==> src/rtl/segre_pkg.sv <==
// Shared types and constants for the segre core pipeline stages.
// The LSU uses the memory access type, its own two-state FSM and the line offset width.
package segre_pkg;

    localparam int WORD_SIZE             = 32;
    localparam int REG_SIZE              = 5;
    localparam int CACHE_LINE_SIZE_BYTES = 16;
    localparam int LINE_OFF_W            = $clog2(CACHE_LINE_SIZE_BYTES);

    typedef enum logic [1:0] {
        BYTE = 2'b00,
        HALF = 2'b01,
        WORD = 2'b10
    } memop_data_type_e;

    typedef enum logic {
        IDLE = 1'b0,
        WAIT = 1'b1
    } lsu_state_e;

endpackage

==> src/rtl/segre_lsu_align.sv <==
// Combinational data alignment for the LSU: load extraction and extension,
// store byte-enable and write-data positioning within a line, and misalignment detection.
module segre_lsu_align #(
    parameter int WORD_SIZE  = 32,
    parameter int LINE_BYTES = 16,
    localparam int OFF_W     = $clog2(LINE_BYTES)
) (
    input  logic [OFF_W-1:0]               offset,
    input  segre_pkg::memop_data_type_e    memop_type,
    input  logic                           sign_ext,
    input  logic [WORD_SIZE-1:0]           st_data,
    input  logic [LINE_BYTES*8-1:0]        line_rdata,
    output logic [WORD_SIZE-1:0]           ld_data,
    output logic [LINE_BYTES-1:0]          be,
    output logic [LINE_BYTES*8-1:0]        wdata,
    output logic                           misaligned
);
    import segre_pkg::*;

    logic [7:0]             ld_bytes [4];
    logic [OFF_W-1:0]       idx;
    logic [LINE_BYTES-1:0]  be_base;
    logic [LINE_BYTES*8-1:0] st_line;

    // Byte index wraps inside the line; wrapped bytes are only picked for
    // sizes that a misaligned check has already rejected.
    always_comb begin
        idx = '0;
        for (int unsigned i = 0; i < 4; i++) begin
            idx         = offset + OFF_W'(i);
            ld_bytes[i] = line_rdata[{idx, 3'b000} +: 8];
        end
    end

    always_comb begin
        ld_data = '0;
        case (memop_type)
            BYTE: begin
                if (sign_ext && ld_bytes[0][7]) ld_data = '1;
                ld_data[7:0] = ld_bytes[0];
            end
            HALF: begin
                if (sign_ext && ld_bytes[1][7]) ld_data = '1;
                ld_data[15:0] = {ld_bytes[1], ld_bytes[0]};
            end
            default: ld_data[31:0] = {ld_bytes[3], ld_bytes[2], ld_bytes[1], ld_bytes[0]};
        endcase
    end

    always_comb begin
        be_base = '0;
        st_line = '0;
        case (memop_type)
            BYTE: begin
                be_base[0]    = 1'b1;
                st_line[7:0]  = st_data[7:0];
            end
            HALF: begin
                be_base[1:0]  = 2'b11;
                st_line[15:0] = st_data[15:0];
            end
            default: begin
                be_base[3:0]  = 4'hF;
                st_line[31:0] = st_data[31:0];
            end
        endcase
        be    = be_base << offset;
        wdata = st_line << {offset, 3'b000};
    end

    always_comb begin
        case (memop_type)
            BYTE:    misaligned = 1'b0;
            HALF:    misaligned = offset[0];
            default: misaligned = |offset[1:0];
        endcase
    end

endmodule

==> src/rtl/segre_lsu.sv <==
// Load/store unit between EX and WB: issues one data-cache request per aligned
// memory op with a valid/ready handshake and stalls EX until the response arrives.
module segre_lsu #(
    parameter int WORD_SIZE  = 32,
    parameter int REG_SIZE   = 5,
    parameter int LINE_BYTES = 16
) (
    input  logic                        clk_i,
    input  logic                        rsn_i,
    input  logic                        valid_i,
    output logic                        ready_o,
    input  logic [WORD_SIZE-1:0]        alu_res_i,
    input  logic                        rf_we_i,
    input  logic [REG_SIZE-1:0]         rf_waddr_i,
    input  logic [WORD_SIZE-1:0]        rf_st_data_i,
    input  segre_pkg::memop_data_type_e memop_type_i,
    input  logic                        memop_sign_ext_i,
    input  logic                        memop_rd_i,
    input  logic                        memop_wr_i,
    input  logic                        tkbr_i,
    input  logic [WORD_SIZE-1:0]        new_pc_i,
    output logic                        dc_req_o,
    output logic                        dc_we_o,
    output logic [WORD_SIZE-1:0]        dc_addr_o,
    output logic [LINE_BYTES-1:0]       dc_be_o,
    output logic [LINE_BYTES*8-1:0]     dc_wdata_o,
    input  logic                        dc_ready_i,
    input  logic [LINE_BYTES*8-1:0]     dc_rdata_i,
    output logic                        valid_o,
    output logic [WORD_SIZE-1:0]        op_res_o,
    output logic                        rf_we_o,
    output logic [REG_SIZE-1:0]         rf_waddr_o,
    output logic                        tkbr_o,
    output logic [WORD_SIZE-1:0]        new_pc_o,
    output logic                        misaligned_o
);
    import segre_pkg::*;

    localparam int OFF_W = $clog2(LINE_BYTES);

    lsu_state_e state, state_next;

    logic [WORD_SIZE-1:0] addr_q;
    memop_data_type_e     type_q;
    logic                 sign_q;
    logic [WORD_SIZE-1:0] st_data_q;
    logic                 rd_q;
    logic                 wr_q;
    logic                 rf_we_q;
    logic [REG_SIZE-1:0]  waddr_q;
    logic                 tkbr_q;
    logic [WORD_SIZE-1:0] new_pc_q;

    logic                 memop;
    logic                 mis_flag;
    logic                 accept;
    logic                 pass;
    logic                 resp;

    logic [OFF_W-1:0]       al_offset;
    memop_data_type_e       al_type;
    logic [WORD_SIZE-1:0]   ld_data;
    logic [LINE_BYTES-1:0]  al_be;
    logic [LINE_BYTES*8-1:0] al_wdata;
    logic                   al_misaligned;

    // One aligner serves both states: IDLE needs the misalignment check on the
    // incoming op, WAIT needs extraction/positioning on the latched op.
    assign al_offset = (state == IDLE) ? alu_res_i[OFF_W-1:0] : addr_q[OFF_W-1:0];
    assign al_type   = (state == IDLE) ? memop_type_i : type_q;

    segre_lsu_align #(
        .WORD_SIZE  (WORD_SIZE),
        .LINE_BYTES (LINE_BYTES)
    ) u_align (
        .offset     (al_offset),
        .memop_type (al_type),
        .sign_ext   (sign_q),
        .st_data    (st_data_q),
        .line_rdata (dc_rdata_i),
        .ld_data    (ld_data),
        .be         (al_be),
        .wdata      (al_wdata),
        .misaligned (al_misaligned)
    );

    assign memop    = memop_rd_i | memop_wr_i;
    assign mis_flag = memop & al_misaligned;

    always_ff @(posedge clk_i or negedge rsn_i) begin
        if (!rsn_i) state <= IDLE;
        else        state <= state_next;
    end

    always_comb begin
        state_next = state;
        accept     = 1'b0;
        pass       = 1'b0;
        resp       = 1'b0;
        case (state)
            IDLE: begin
                if (valid_i) begin
                    if (memop && !al_misaligned) begin
                        accept     = 1'b1;
                        state_next = WAIT;
                    end else begin
                        pass = 1'b1;
                    end
                end
            end
            WAIT: begin
                if (dc_ready_i) begin
                    resp       = 1'b1;
                    state_next = IDLE;
                end
            end
            default: state_next = IDLE;
        endcase
    end

    assign ready_o    = (state == IDLE);
    assign dc_req_o   = (state == WAIT);
    assign dc_we_o    = wr_q;
    assign dc_addr_o  = addr_q;
    assign dc_be_o    = (dc_req_o && wr_q) ? al_be    : '0;
    assign dc_wdata_o = (dc_req_o && wr_q) ? al_wdata : '0;

    always_ff @(posedge clk_i or negedge rsn_i) begin
        if (!rsn_i) begin
            addr_q       <= '0;
            type_q       <= BYTE;
            sign_q       <= 1'b0;
            st_data_q    <= '0;
            rd_q         <= 1'b0;
            wr_q         <= 1'b0;
            rf_we_q      <= 1'b0;
            waddr_q      <= '0;
            tkbr_q       <= 1'b0;
            new_pc_q     <= '0;
            valid_o      <= 1'b0;
            op_res_o     <= '0;
            rf_we_o      <= 1'b0;
            rf_waddr_o   <= '0;
            tkbr_o       <= 1'b0;
            new_pc_o     <= '0;
            misaligned_o <= 1'b0;
        end else begin
            valid_o <= pass | resp;
            if (accept) begin
                addr_q    <= alu_res_i;
                type_q    <= memop_type_i;
                sign_q    <= memop_sign_ext_i;
                st_data_q <= rf_st_data_i;
                rd_q      <= memop_rd_i;
                wr_q      <= memop_wr_i;
                rf_we_q   <= rf_we_i;
                waddr_q   <= rf_waddr_i;
                tkbr_q    <= tkbr_i;
                new_pc_q  <= new_pc_i;
            end
            if (pass) begin
                op_res_o     <= alu_res_i;
                rf_we_o      <= rf_we_i & ~mis_flag;
                rf_waddr_o   <= rf_waddr_i;
                tkbr_o       <= tkbr_i;
                new_pc_o     <= new_pc_i;
                misaligned_o <= mis_flag;
            end
            if (resp) begin
                op_res_o     <= rd_q ? ld_data : addr_q;
                rf_we_o      <= rf_we_q;
                rf_waddr_o   <= waddr_q;
                tkbr_o       <= tkbr_q;
                new_pc_o     <= new_pc_q;
                misaligned_o <= 1'b0;
            end
        end
    end

    a_rd_wr_exclusive: assert property (@(posedge clk_i) disable iff (!rsn_i)
        valid_i |-> !(memop_rd_i && memop_wr_i));

endmodule

==> config.mk <==
export PLATFORM = sky130hd
export DESIGN_NAME = segre_lsu
export DESIGN_NICKNAME = d
export VERILOG_FILES = /design/src/rtl/segre_pkg.sv /design/src/rtl/segre_lsu_align.sv /design/src/rtl/segre_lsu.sv
export SDC_FILE = /design/constraint.sdc
export NUM_CORES = 1
export LEC_CHECK = 0
export BUFFER_PORTS_ARGS = -buffer_cell sky130_fd_sc_hd__buf_2
export CAP_MARGIN = 25
export CORE_AREA = 2 2 191 193
export CTS_CLUSTER_DIAMETER = 40
export CTS_CLUSTER_SIZE = 12
export DETAILED_ROUTE_END_ITERATION = 16
export DIE_AREA = 0 0 193 195
export GPL_ROUTABILITY_DRIVEN = 0
export PLACE_DENSITY = 0.76
export SYNTH_ARGS = -nofsm -noshare
export SYNTH_HDL_FRONTEND = slang
export SYNTH_HIERARCHICAL = 1
export SYNTH_SLANG_ARGS = --single-unit
export TNS_END_PERCENT = 20
==> constraint.sdc <==
create_clock -name clk_i -period 6.33 [get_ports clk_i]
set_input_delay 0.633 -clock clk_i [delete_from_list [all_inputs] [get_ports clk_i]]
set_output_delay 0.633 -clock clk_i [all_outputs]
set_load 0.05 [all_outputs]
==> metrics.cfg, run 1 <==
[critical_path]
crit_buf_inv = 2
critical_path.slowest_cell = nor3_1
kind_of_start_point_of_the_critical_path = flip-flop
r2r_setup_slack_ns = 1.22
path_max_fanout = 51
critical_path.top_delay_family = simple AND/OR/NAND/NOR gates
reg2reg_path_depth = 11
critPathKind = reg -> out
worst-endpoint-required_ns = 5.70
crit_chain = mux2_2, inv_1, nand2_1, nor3_1, nand2_1, o21ai_0, and3_1, buf_2
critical_path.endpoint_type = primary output
most_used_cell_along_the_critical_path = nand2_1
cp_slowest_stage_delay_ns = 0.87
regToRegStartpoint = dc_req_o
cp_data_arrival_time_ns = 4.70
r2r-end = op_res_o[31]

[clock_tree]
cts_sinks = 182
clk_transition_reported_paths_ns = 0.08
clock_tree_from_tritoncts = yes
htree_levels = 4
cts_resized = 0
tritoncts.num_buffers = 17
cts_buffer_depth = 2
cts_setup_buffers = 0
worstSkewPairLatency_ns = 0.42
cts_root_buf = clkbuf_16
number_of_buffers_inserted_by_hold_repair_at_cts = 0

[timing]
timing.clock.skew_ns = 0.01360
worstMarginPinSlew_ns = 1.072
slew_limit_headroom = 0.2819
setup_viol = 0
fmax_mhz = 187.6
timing_hold_violations_final = 0
layout_worst_path_cycle_share = 0.8421
rsz0062_at_grt = false
min_tclk_post_route_ns = 5.330
setup_tns_ns = 0
final_max_slew_viol_count = 0

[logic_synthesis]
ys_seq_elements = 182
number_of_nets_produced_by_synthesis = 1660
gate_count_post_synth = 1415
synthMostInstantiatedCell = mux2_2
yosysSeqAreaShare = 0.2969
avgSynthCellArea_um2 = 10.84
syn-cell-area_um2 = 15340
synth_flop_cell = dfrtp_1
synth_common_cells = mux2_2 (236), dfrtp_1 (182), and3_1 (157), mux4_2 (133), nor2_1 (123)
yosysUniqueCellTypes = 52
synth_area_leaders = dfrtp_1 (30%), mux4_2 (20%), mux2_2 (17%), and3_1 (6.4%), mux2i_1 (3.7%)
yosysWarnings = 6
synth_edf_count = 0
synth_largest_type_area_fraction = 0.2969
asyncSetResetFlopFracSynth = 1.000
synthDominantAreaCellType = dfrtp_1

[power_and_ir_drop]
sequentialPowerShare = 0.215
combPwrFrac = 0.686
power-per-cell-area_nw_per_um2 = 597.8
totalPowerFinal_w = 0.01103
internal_power_w = 0.005231
part_of_the_power_in_the_clock_network = 0.099
vdd_drop_max_mv = 0.4498
static-leakage-power_nw = 8.847
power_spent_charging_and_discharging_nets_w = 0.005803
switching_share = 0.5259

[hold_path]
hp-class = in -> async

[floorplan]
die_x_um = 193
rows = 69
start_util = 0.4334
die_area_um2 = 37640
core_area_um2 = 35400
chipHeight_um = 195
ios = 492

[finish]
share_of_layout_cells_above_drive_strength_1 = 0.5146
post-route-cell-area_um2 = 18460
area_delta_synth_final_pct = 20.31
num-nets-final = 2043
fillerInstances = 3160

[drt]
drt_first_pass_iters = 5
via_count_of_the_routed_design = 14120
final_antenna_net_count = 0
drt-wirelength-per-cell_um = 24.87
drtIter0Drc = 1097
detail_route.drc_violations = 0
routed_wl_mm = 56.70
via_per_inst = 6.194

[global_routing]
grt_pass1_vias = 13580
antenna_found_initial = 10
grt_max_degree = 147
grt_usage = 0.2929
grt_remaining_overflow = 0
global_route_wire_length_before_repair_mm = 83.53

[outcome]
status = completed

[placed_design]
buffer_ports.inserted = 491
postPlaceCellArea_um2 = 17840
hpwlAfterDp_mm = 42.52

[flow_run]
timing.max_cap.violations = 0

[how the worst max path moves through the flow]
stage	from	to	slack (ns)	cells past startpoint
after global placement	dc_req_o	op_res_o[19]	1.29	9
final	dc_req_o	dc_wdata_o[87]	1.0	8
after global routing	dc_req_o	op_res_o[24]	0.82	11
after detailed placement	dc_req_o	op_res_o[19]	1.18	9
after floorplan	dc_req_o	op_res_o[26]	1.58	19
after CTS	dc_req_o	op_res_o[19]	1.15	9
[power by group through the flow]
| stage | logic (W) | registers [W] | clock network (W) |
|---|---|---|---|
| 6_report | 0.00756 | 0.00238 | 0.00109 |
| 5_1_grt | 0.00795 | 0.00245 | 0.00117 |
| 4_1_cts | 0.00747 | 0.00237 | 0.00112 |
| 3_5_place_dp | 0.00745 | 0.00238 | 0 |
| 3_3_place_gp | 0.00733 | 0.00235 | 0 |
| 2_1_floorplan | 0.00461 | 0.00333 | 0 |
[routing by layer]
metal | wire length (um) | global-route usage | part of all wire | vias to the layer above
li1 | - | - | - | 6131
met1 | 20290 | 0.3530 | 0.36 | 6930
met2 | 28610 | 0.5080 | 0.50 | 941
met3 | 5414 | 0.05841 | 0.095 | 118
met4 | 2375 | 0.1221 | 0.042 | 2
met5 | 13 | 0 | 0.00023 | -
[cells in the final DEF (no fill, tap or decap), drive strengths merged, types with 14 or more instances in the layout]
cell / Yosys / final
buf: 72 / 509
mux2: 243 / 243
dfrtp: 182 / 182
and3: 157 / 157
mux4: 133 / 133
nor2: 123 / 123
a21oi: 97 / 97
nand2: 80 / 80
mux2i: 57 / 57
o21ai: 35 / 35
clkbuf: 74 / 20
a2bb2oi: 18 / 18
and2: 15 / 15
a21o: 14 / 14
[metrics by stage]
stage / hold WS (ns) / setup WS (ns) / std cells / utilization
6_report: 0.2789 / 0.9998 / 2280 / 0.5214
5_1_grt: 0.3337 / 0.8214 / 2280 / 0.5214
4_1_cts: 0.3171 / 1.146 / 2272 / 0.5209
3_5_place_dp: 0.4758 / 1.178 / 2240 / 0.5039
3_3_place_gp: 0.4697 / 1.290 / 2239 / 0.5031
2_1_floorplan: 0.3374 / 1.584 / 1415 / -
[logic make-up after synthesis]
| family | Yosys count | synth area share |
|---|---|---|
| mux | 433 | 0.4123 |
| simple gates | 410 | 0.1338 |
| compound gates | 224 | 0.09420 |
| flops | 182 | 0.2969 |
| buf+inv | 155 | 0.05358 |
| xor+xnor | 6 | 0.005139 |
| fa+ha+maj | 5 | 0.004078 |
[state kept, by name, indices dropped and copies added (netlist names), 2 cells and up]
register / flops
st_data_q: 32
rf_waddr_o: 5
new_pc_q: 32
dc_addr_o: 32
new_pc_o: 32
waddr_q: 5
type_q: 2
op_res_o: 32
[cell type report]
cell class	instances	area, um^2	area share
Antenna cell	8	20.02	0.001085
Clock buffer	19	432.9	0.02346
Clock inverter	13	167.7	0.009084
Inverter	9	33.78	0.001830
Multi-Input combinational cell	1078	10010	0.5424
Sequential cell	182	4561	0.2471
Tap cell	461	576.8	0.03125
Timing Repair Buffer	510	2654	0.1438
No activity file was read; power rests on OpenSTA's default activity.
==> inputs of run 2 (changes only) <==
--- a/config.mk
+++ b/config.mk
@@ -7,13 +7,13 @@
 export LEC_CHECK = 0
 export BUFFER_PORTS_ARGS = -buffer_cell sky130_fd_sc_hd__buf_2
 export CAP_MARGIN = 25
-export CORE_AREA = 2 2 191 193
+export CORE_AREA = 2 2 189 191
 export CTS_CLUSTER_DIAMETER = 40
 export CTS_CLUSTER_SIZE = 12
 export DETAILED_ROUTE_END_ITERATION = 16
-export DIE_AREA = 0 0 193 195
+export DIE_AREA = 0 0 191 193
 export GPL_ROUTABILITY_DRIVEN = 0
-export PLACE_DENSITY = 0.76
+export PLACE_DENSITY = 0.77
 export SYNTH_ARGS = -nofsm -noshare
 export SYNTH_HDL_FRONTEND = slang
 export SYNTH_HIERARCHICAL = 1
==> constraint.sdc (replaced) <==
create_clock -name clk_i -period 5 [get_ports clk_i]
set_input_delay 0.5 -clock clk_i [delete_from_list [all_inputs] [get_ports clk_i]]
set_output_delay 0.5 -clock clk_i [all_outputs]
set_load 0.05 [all_outputs]
==> run 2 against run 1 <==
Effect of this change:
- via count about the same
- first-iteration DRC count increased by 16%
- non-clock buffer count rose by 12
- cell count rose by 0.39%
- register-to-register slack got worse by 0.46 ns
- critical path depth rose by 1
- worst setup slack worse by 0.70 ns
- core utilization grew 1.2 points
- die area shrank 2.1%
- clock skew grew 0.0041 ns
- critical endpoint is now dc_wdata_o[112]
- highest routed layer unchanged
==> metrics.cfg, run 2 (synthesized netlist as in run 1, its figures left out) <==
[outcome]
status = completed  ; unchanged

[critical_path]
cp_data_arrival_time_ns = 4.20  ; was 4.70 ns
worst-endpoint-required_ns = 4.50  ; was 5.70 ns
critical_path.endpoint_type = primary output  ; unchanged
path_max_fanout = 43  ; was 51
critPathKind = reg -> out  ; unchanged
kind_of_start_point_of_the_critical_path = flip-flop  ; unchanged

[finish]
mostFrequentLayoutCell = buf_2  ; unchanged
share_of_layout_cells_above_drive_strength_1 = 0.5195  ; was 0.5146
fillerInstances = 3082  ; was 3160
num-nets-final = 2055  ; was 2043
final_cell_mix = buf_2 (487), mux2_2 (234), dfrtp_1 (179)  ; was buf_2 (490), mux2_2 (234), dfrtp_1 (179)
utilization = 0.5336  ; was 0.5214
area_delta_synth_final_pct = 21.62  ; was 20.31%

[floorplan]
rows = 69  ; unchanged
die_area_um2 = 36860  ; was 37640 um^2
ios = 492  ; unchanged
start_util = 0.4388  ; was 0.4334
chipHeight_um = 193  ; was 195 um
die_x_um = 191  ; was 193 um
core_area_um2 = 34960  ; was 35400 um^2

[drt]
via_count_of_the_routed_design = 14130  ; was 14120
detail_route.drc_violations = 0  ; unchanged
drtIter0Drc = 1270  ; was 1097
drt_first_pass_iters = 8  ; was 5
final_antenna_net_count = 0  ; unchanged
drt-wirelength-per-cell_um = 24.96  ; was 24.87 um
via_per_inst = 6.171  ; was 6.194
routed_wl_mm = 57.13  ; was 56.70 mm

[clock_tree]
cts_root_buf = clkbuf_16  ; unchanged
clk_transition_reported_paths_ns = 0.08  ; about the same
cts_sinks = 182  ; unchanged
number_of_buffers_inserted_by_hold_repair_at_cts = 0  ; unchanged
htree_levels = 4  ; unchanged
tritoncts.num_buffers = 17  ; unchanged
worstSkewPairLatency_ns = 0.44  ; was 0.42 ns
clock_tree_from_tritoncts = yes  ; unchanged
cts_buffer_depth = 2  ; unchanged

[power_and_ir_drop]
internal_power_w = 0.006635  ; was 0.005231 W
power-per-cell-area_nw_per_um2 = 758.4  ; was 597.8 nW/um^2
vdd_drop_max_mv = 0.5735  ; was 0.4498 mV
part_of_the_power_in_the_clock_network = 0.102  ; was 0.099
static-leakage-power_nw = 8.947  ; was 8.847 nW
sequentialPowerShare = 0.211  ; was 0.215
power_spent_charging_and_discharging_nets_w = 0.007515  ; was 0.005803 W
combPwrFrac = 0.687  ; was 0.686
switching_share = 0.5311  ; was 0.5259

[global_routing]
gr_peak_layer = met2  ; unchanged
grt_pass1_vias = 13570  ; was 13580
gr-usage-met2 = 0.5344  ; was 0.5080
globalRouteMet1Util = 0.3575  ; was 0.3530
grt_max_degree = 120  ; was 147
antenna_found_initial = 9  ; was 10
gr_layer_usage_met3 = 0.05792  ; was 0.05841
global_route_wire_length_before_repair_mm = 83.76  ; was 83.53 mm
grt_remaining_overflow = 0  ; unchanged
grt_usage = 0.3006  ; was 0.2929

[placed_design]
hpwlAfterDp_mm = 42.95  ; was 42.52 mm
buffer_ports.inserted = 491  ; unchanged
post-place-ws_ns = 0.7549  ; was 1.178 ns

[timing]
fmax_mhz = 212.6
layout_worst_path_cycle_share = 0.9408
worst_hold_slack_ns = 0.1560  ; was 0.2789 ns
timing_hold_violations_final = 0  ; unchanged
timing.clock.skew_ns = 0.01773  ; was 0.01360 ns
setup_viol = 0  ; unchanged
rsz0062_at_grt = false  ; unchanged
min_tclk_post_route_ns = 4.704
slew_limit_headroom = 0.3674  ; was 0.2819
worstMarginPinSlew_ns = 0.9489  ; was 1.072 ns
setup_tns_ns = 0  ; unchanged
post-route-worst-setup-slack_ns = 0.2959  ; was 0.9998 ns
final_max_slew_viol_count = 0  ; unchanged

[flow_run]
timing.max_cap.violations = 0  ; unchanged

[hold_path]
hp-class = in -> async  ; unchanged

[run 2: final cells by class]
| type | count | area, um^2 | share of cell area |
|---|---|---|---|
| multi-input cells | 1078 | 10010 | 0.5367 |
| well taps | 461 | 576.8 | 0.03091 |
| clock buffers | 17 | 425.4 | 0.02280 |
| clock inverters | 15 | 215.2 | 0.01153 |
| flip-flops and latches | 182 | 4561 | 0.2444 |
| inverters | 9 | 33.78 | 0.001811 |
| repair buffers | 522 | 2819 | 0.1511 |
| diodes | 5 | 12.51 | 0.0006706 |
[run 2: repair_timing]
item / in CTS / in global routing
resized for setup: 0 / 2
setup endpoints to repair: 0 / 2
buffers inserted: 0 / 0
[run 2: per-stage QoR]
| stage | cell area [um^2] | instances | total power (W) |
|---|---|---|---|
| CTS | 18620 | 2283 | 0.01404 |
| floorplan | 15340 | 1415 | 0.01005 |
| finish | 18660 | 2289 | 0.01415 |
| detailed placement | 17980 | 2251 | 0.01255 |
| global route | 18660 | 2289 | 0.01483 |
| global placement | 17960 | 2250 | 0.01237 |
[run 2: power groups by stage]
stage	Clock (W)	Sequential (W)	Combinational, W
global route	0.00152	0.00308	0.0102
detailed placement	0	0.00306	0.00949
CTS	0.00148	0.00304	0.00952
finish	0.00144	0.00298	0.00972
global placement	0	0.00302	0.00934
floorplan	0	0.00421	0.00584
[run 2: worst paths after layout]
check / end / start / slack, ns / depth (start not counted)
setup reg to reg: op_res_o[22] / dc_req_o / 0.76 / 11
hold / removal: new_pc_o[25] / rsn_i / 0.16 / 1
setup / recovery: dc_wdata_o[112] / dc_req_o / 0.30 / 9
hold reg to reg: tkbr_o / tkbr_o / 0.50 / 1
max in group asynchronous: dc_addr_o[29] / rsn_i / 3.69 / 2
min in group clk_i: st_data_q[0] / rf_st_data_i[0] / 0.29 / 2
[run 2: worst max-delay path: stages (launching register included)]
cell and delay [ns]:
dfrtp_4 0.73, mux2_8 0.53, buf_4 0.29, nor2b_1 0.55, a32oi_1 0.14, o21ai_0 0.67, a22oi_1 0.26, nor2_1 0.16
and3_1 0.16, buf_2 0.26
[run 2: metal layers]
| metal | routed length [um] | vias up |
|---|---|---|
| met2 | 28950 | 914 |
| met4 | 2463 | 6 |
| li1 | - | 6149 |
| met1 | 20820 | 6892 |
| met5 | 39 | - |
| met3 | 4859 | 165 |
==> inputs of run 3 (changes only) <==
--- a/config.mk
+++ b/config.mk
@@ -6,7 +6,6 @@
 export NUM_CORES = 1
 export LEC_CHECK = 0
 export BUFFER_PORTS_ARGS = -buffer_cell sky130_fd_sc_hd__buf_2
-export CAP_MARGIN = 25
 export CORE_AREA = 2 2 189 191
 export CTS_CLUSTER_DIAMETER = 40
 export CTS_CLUSTER_SIZE = 12
@@ -14,6 +13,7 @@
 export DIE_AREA = 0 0 191 193
 export GPL_ROUTABILITY_DRIVEN = 0
 export PLACE_DENSITY = 0.77
+export REMOVE_ABC_BUFFERS = 1
 export SYNTH_ARGS = -nofsm -noshare
 export SYNTH_HDL_FRONTEND = slang
 export SYNTH_HIERARCHICAL = 1
==> constraint.sdc (replaced) <==
create_clock -name clk_i -period 5 [get_ports clk_i]
set_input_delay 0.25 -clock clk_i [delete_from_list [all_inputs] [get_ports clk_i]]
set_output_delay 0.25 -clock clk_i [all_outputs]
set_load 0.05 [all_outputs]
==> run 3 against run 2 <==
Effect of this change:
- hold slack worse by 0.13 ns
- sequential power decreased by 3%
- cell count rose by 0.79%
- largest power group unchanged
- non-clock buffer count up 7
- register-to-register slack is essentially flat
- highest routed layer unchanged
- combinational power shrank 1%
- design area up 0.17%
==> metrics.cfg, run 3 (synthesized netlist as in run 1, its figures left out) <==
[outcome]
status = completed  ; unchanged

[drt]
via_count_of_the_routed_design = 14420  ; was 14130
drt_first_pass_iters = 5  ; was 8
detail_route.drc_violations = 0  ; unchanged
via_per_inst = 6.250  ; was 6.171
drt-wirelength-per-cell_um = 24.52  ; was 24.96 um
final_antenna_net_count = 0  ; unchanged
routed_wl_mm = 56.57  ; was 57.13 mm
drtIter0Drc = 1323  ; was 1270

[floorplan]
ios = 492  ; unchanged
die_area_um2 = 36860  ; unchanged
start_util = 0.4388  ; unchanged
rows = 69  ; unchanged
chipHeight_um = 193  ; unchanged
die_x_um = 191  ; unchanged
core_area_um2 = 34960  ; unchanged

[critical_path]
critical_path.endpoint_type = primary output  ; unchanged
path_max_fanout = 44  ; was 43
worst-endpoint-required_ns = 4.75  ; was 4.50 ns
cp_data_arrival_time_ns = 4.35  ; was 4.20 ns
critPathKind = reg -> out  ; unchanged
kind_of_start_point_of_the_critical_path = flip-flop  ; unchanged

[global_routing]
globalRouteMet1Util = 0.3524  ; was 0.3575
grt_remaining_overflow = 0  ; unchanged
grt_max_degree = 120  ; unchanged
grt_usage = 0.3018  ; was 0.3006
grt_pass1_vias = 14260  ; was 13570
global_route_wire_length_before_repair_mm = 84.52  ; was 83.76 mm
gr_layer_usage_met3 = 0.08235  ; was 0.05792
gr_peak_layer = met2  ; unchanged
antenna_found_initial = 19  ; was 9
gr-usage-met2 = 0.5163  ; was 0.5344

[power_and_ir_drop]
power-per-cell-area_nw_per_um2 = 741.8  ; was 758.4 nW/um^2
totalPowerFinal_w = 0.01386  ; was 0.01415 W
vdd_drop_max_mv = 0.5881  ; was 0.5735 mV
static-leakage-power_nw = 8.955  ; was 8.947 nW

[timing]
timing_hold_violations_final = 0  ; unchanged
slew_limit_headroom = 0.3017  ; was 0.3674
final_max_slew_viol_count = 0  ; unchanged
setup_viol = 0  ; unchanged
post-route-worst-setup-slack_ns = 0.4034  ; was 0.2959 ns
min_tclk_post_route_ns = 4.597  ; was 4.704 ns
rsz0062_at_grt = false  ; unchanged
fmax_mhz = 217.6  ; was 212.6 MHz
layout_worst_path_cycle_share = 0.9193  ; was 0.9408
timing.clock.skew_ns = 0.01175  ; was 0.01773 ns
worstMarginPinSlew_ns = 1.047  ; was 0.9489 ns

[clock_tree]
htree_levels = 4  ; unchanged
tritoncts.num_buffers = 17  ; unchanged
clock_tree_from_tritoncts = yes  ; unchanged
worstSkewPairLatency_ns = 0.46  ; was 0.44 ns
clk_transition_reported_paths_ns = 0.08  ; about the same
cts_root_buf = clkbuf_16  ; unchanged
cts_setup_buffers = 0  ; unchanged
cts_sinks = 182  ; unchanged
cts_buffer_depth = 2  ; unchanged

[hold_path]
hp-class = in -> reg  ; was in -> async

[flow_run]
timing.max_cap.violations = 0  ; unchanged

[finish]
num-nets-final = 2062  ; was 2055
utilization = 0.5345  ; was 0.5336
area_delta_synth_final_pct = 21.83  ; was 21.62%
fillerInstances = 3116  ; was 3082
mostFrequentLayoutCell = buf_2  ; unchanged
share_of_layout_cells_above_drive_strength_1 = 0.5186  ; was 0.5195
final_cell_mix = buf_2 (490), mux2_2 (234), dfrtp_1 (179)  ; was buf_2 (487), mux2_2 (234), dfrtp_1 (179)

[placed_design]
buffer_ports.inserted = 491  ; unchanged
hpwlAfterDp_mm = 41.25  ; was 42.95 mm
post-place-ws_ns = 0.7389  ; was 0.7549 ns

[run 3: through the flow]
step | setup TNS, ns | hold slack [ns] | area (um^2) | instances
floorplan | -1257.71 | -0.04559 | 14550 | 1269
CTS | 0 | 0.0006332 | 18640 | 2291
detailed placement | 0 | 0.3350 | 17970 | 2250
global route | 0 | 0.004213 | 18680 | 2303
global placement | 0 | 0.3253 | 17970 | 2250
finish | 0 | 0.02659 | 18690 | 2307
[run 3: routing by layer]
layer	part of all wire	routed length, um
met5	0.0013	73
met4	0.048	2708
met3	0.11	6164
met2	0.49	27860
met1	0.35	19770
[run 3: area by class of cell]
class / instances / area [um^2] / area share
Multi-Input combinational cell: 1078 / 10050 / 0.5377
Sequential cell: 182 / 4561 / 0.2440
Timing Repair Buffer: 529 / 2849 / 0.1524
Tap cell: 461 / 576.8 / 0.03086
Clock buffer: 17 / 425.4 / 0.02276
Clock inverter: 15 / 153.9 / 0.008235
Antenna cell: 16 / 40.04 / 0.002142
Inverter: 9 / 33.78 / 0.001808
[run 3: final timing paths]
check	startpoint	end	slack, ns	depth (start not counted)
hold reg to reg	waddr_q[1]	waddr_q[1]	0.50	1
max in group asynchronous	rsn_i	dc_addr_o[26]	3.47	3
setup reg to reg	dc_req_o	op_res_o[31]	0.75	10
setup / recovery	dc_req_o	dc_wdata_o[50]	0.40	9
hold / removal	rf_st_data_i[27]	st_data_q[27]	0.03	2
min in group asynchronous	rsn_i	new_pc_o[9]	0.43	2
[run 3: power breakdown]
part	leakage, nW	internal (W)	switching, W
clock	0.284	0.000671	0.000709
sequential	2.14	0.00224	0.000650
combinational	6.53	0.00370	0.00590
total	8.96	0.00661	0.00726
[run 3: repair_timing]
item                                    4_1_cts  5_1_grt
endpoints found under the setup margin        0        8
hold buffers                                  9        0
hold endpoints to repair                     89        0
resized for setup                             0        1
[run 3: worst max-delay path, stage by stage, from the launching register on]
cell and delay (ns):
dfrtp_4 0.68, mux2_8 0.54, buf_4 0.35, nor2b_1 0.68
a32oi_1 0.14, o21ai_0 0.59, a22oi_1 0.24, nor2_1 0.17
and3_1 0.18, buf_2 0.27
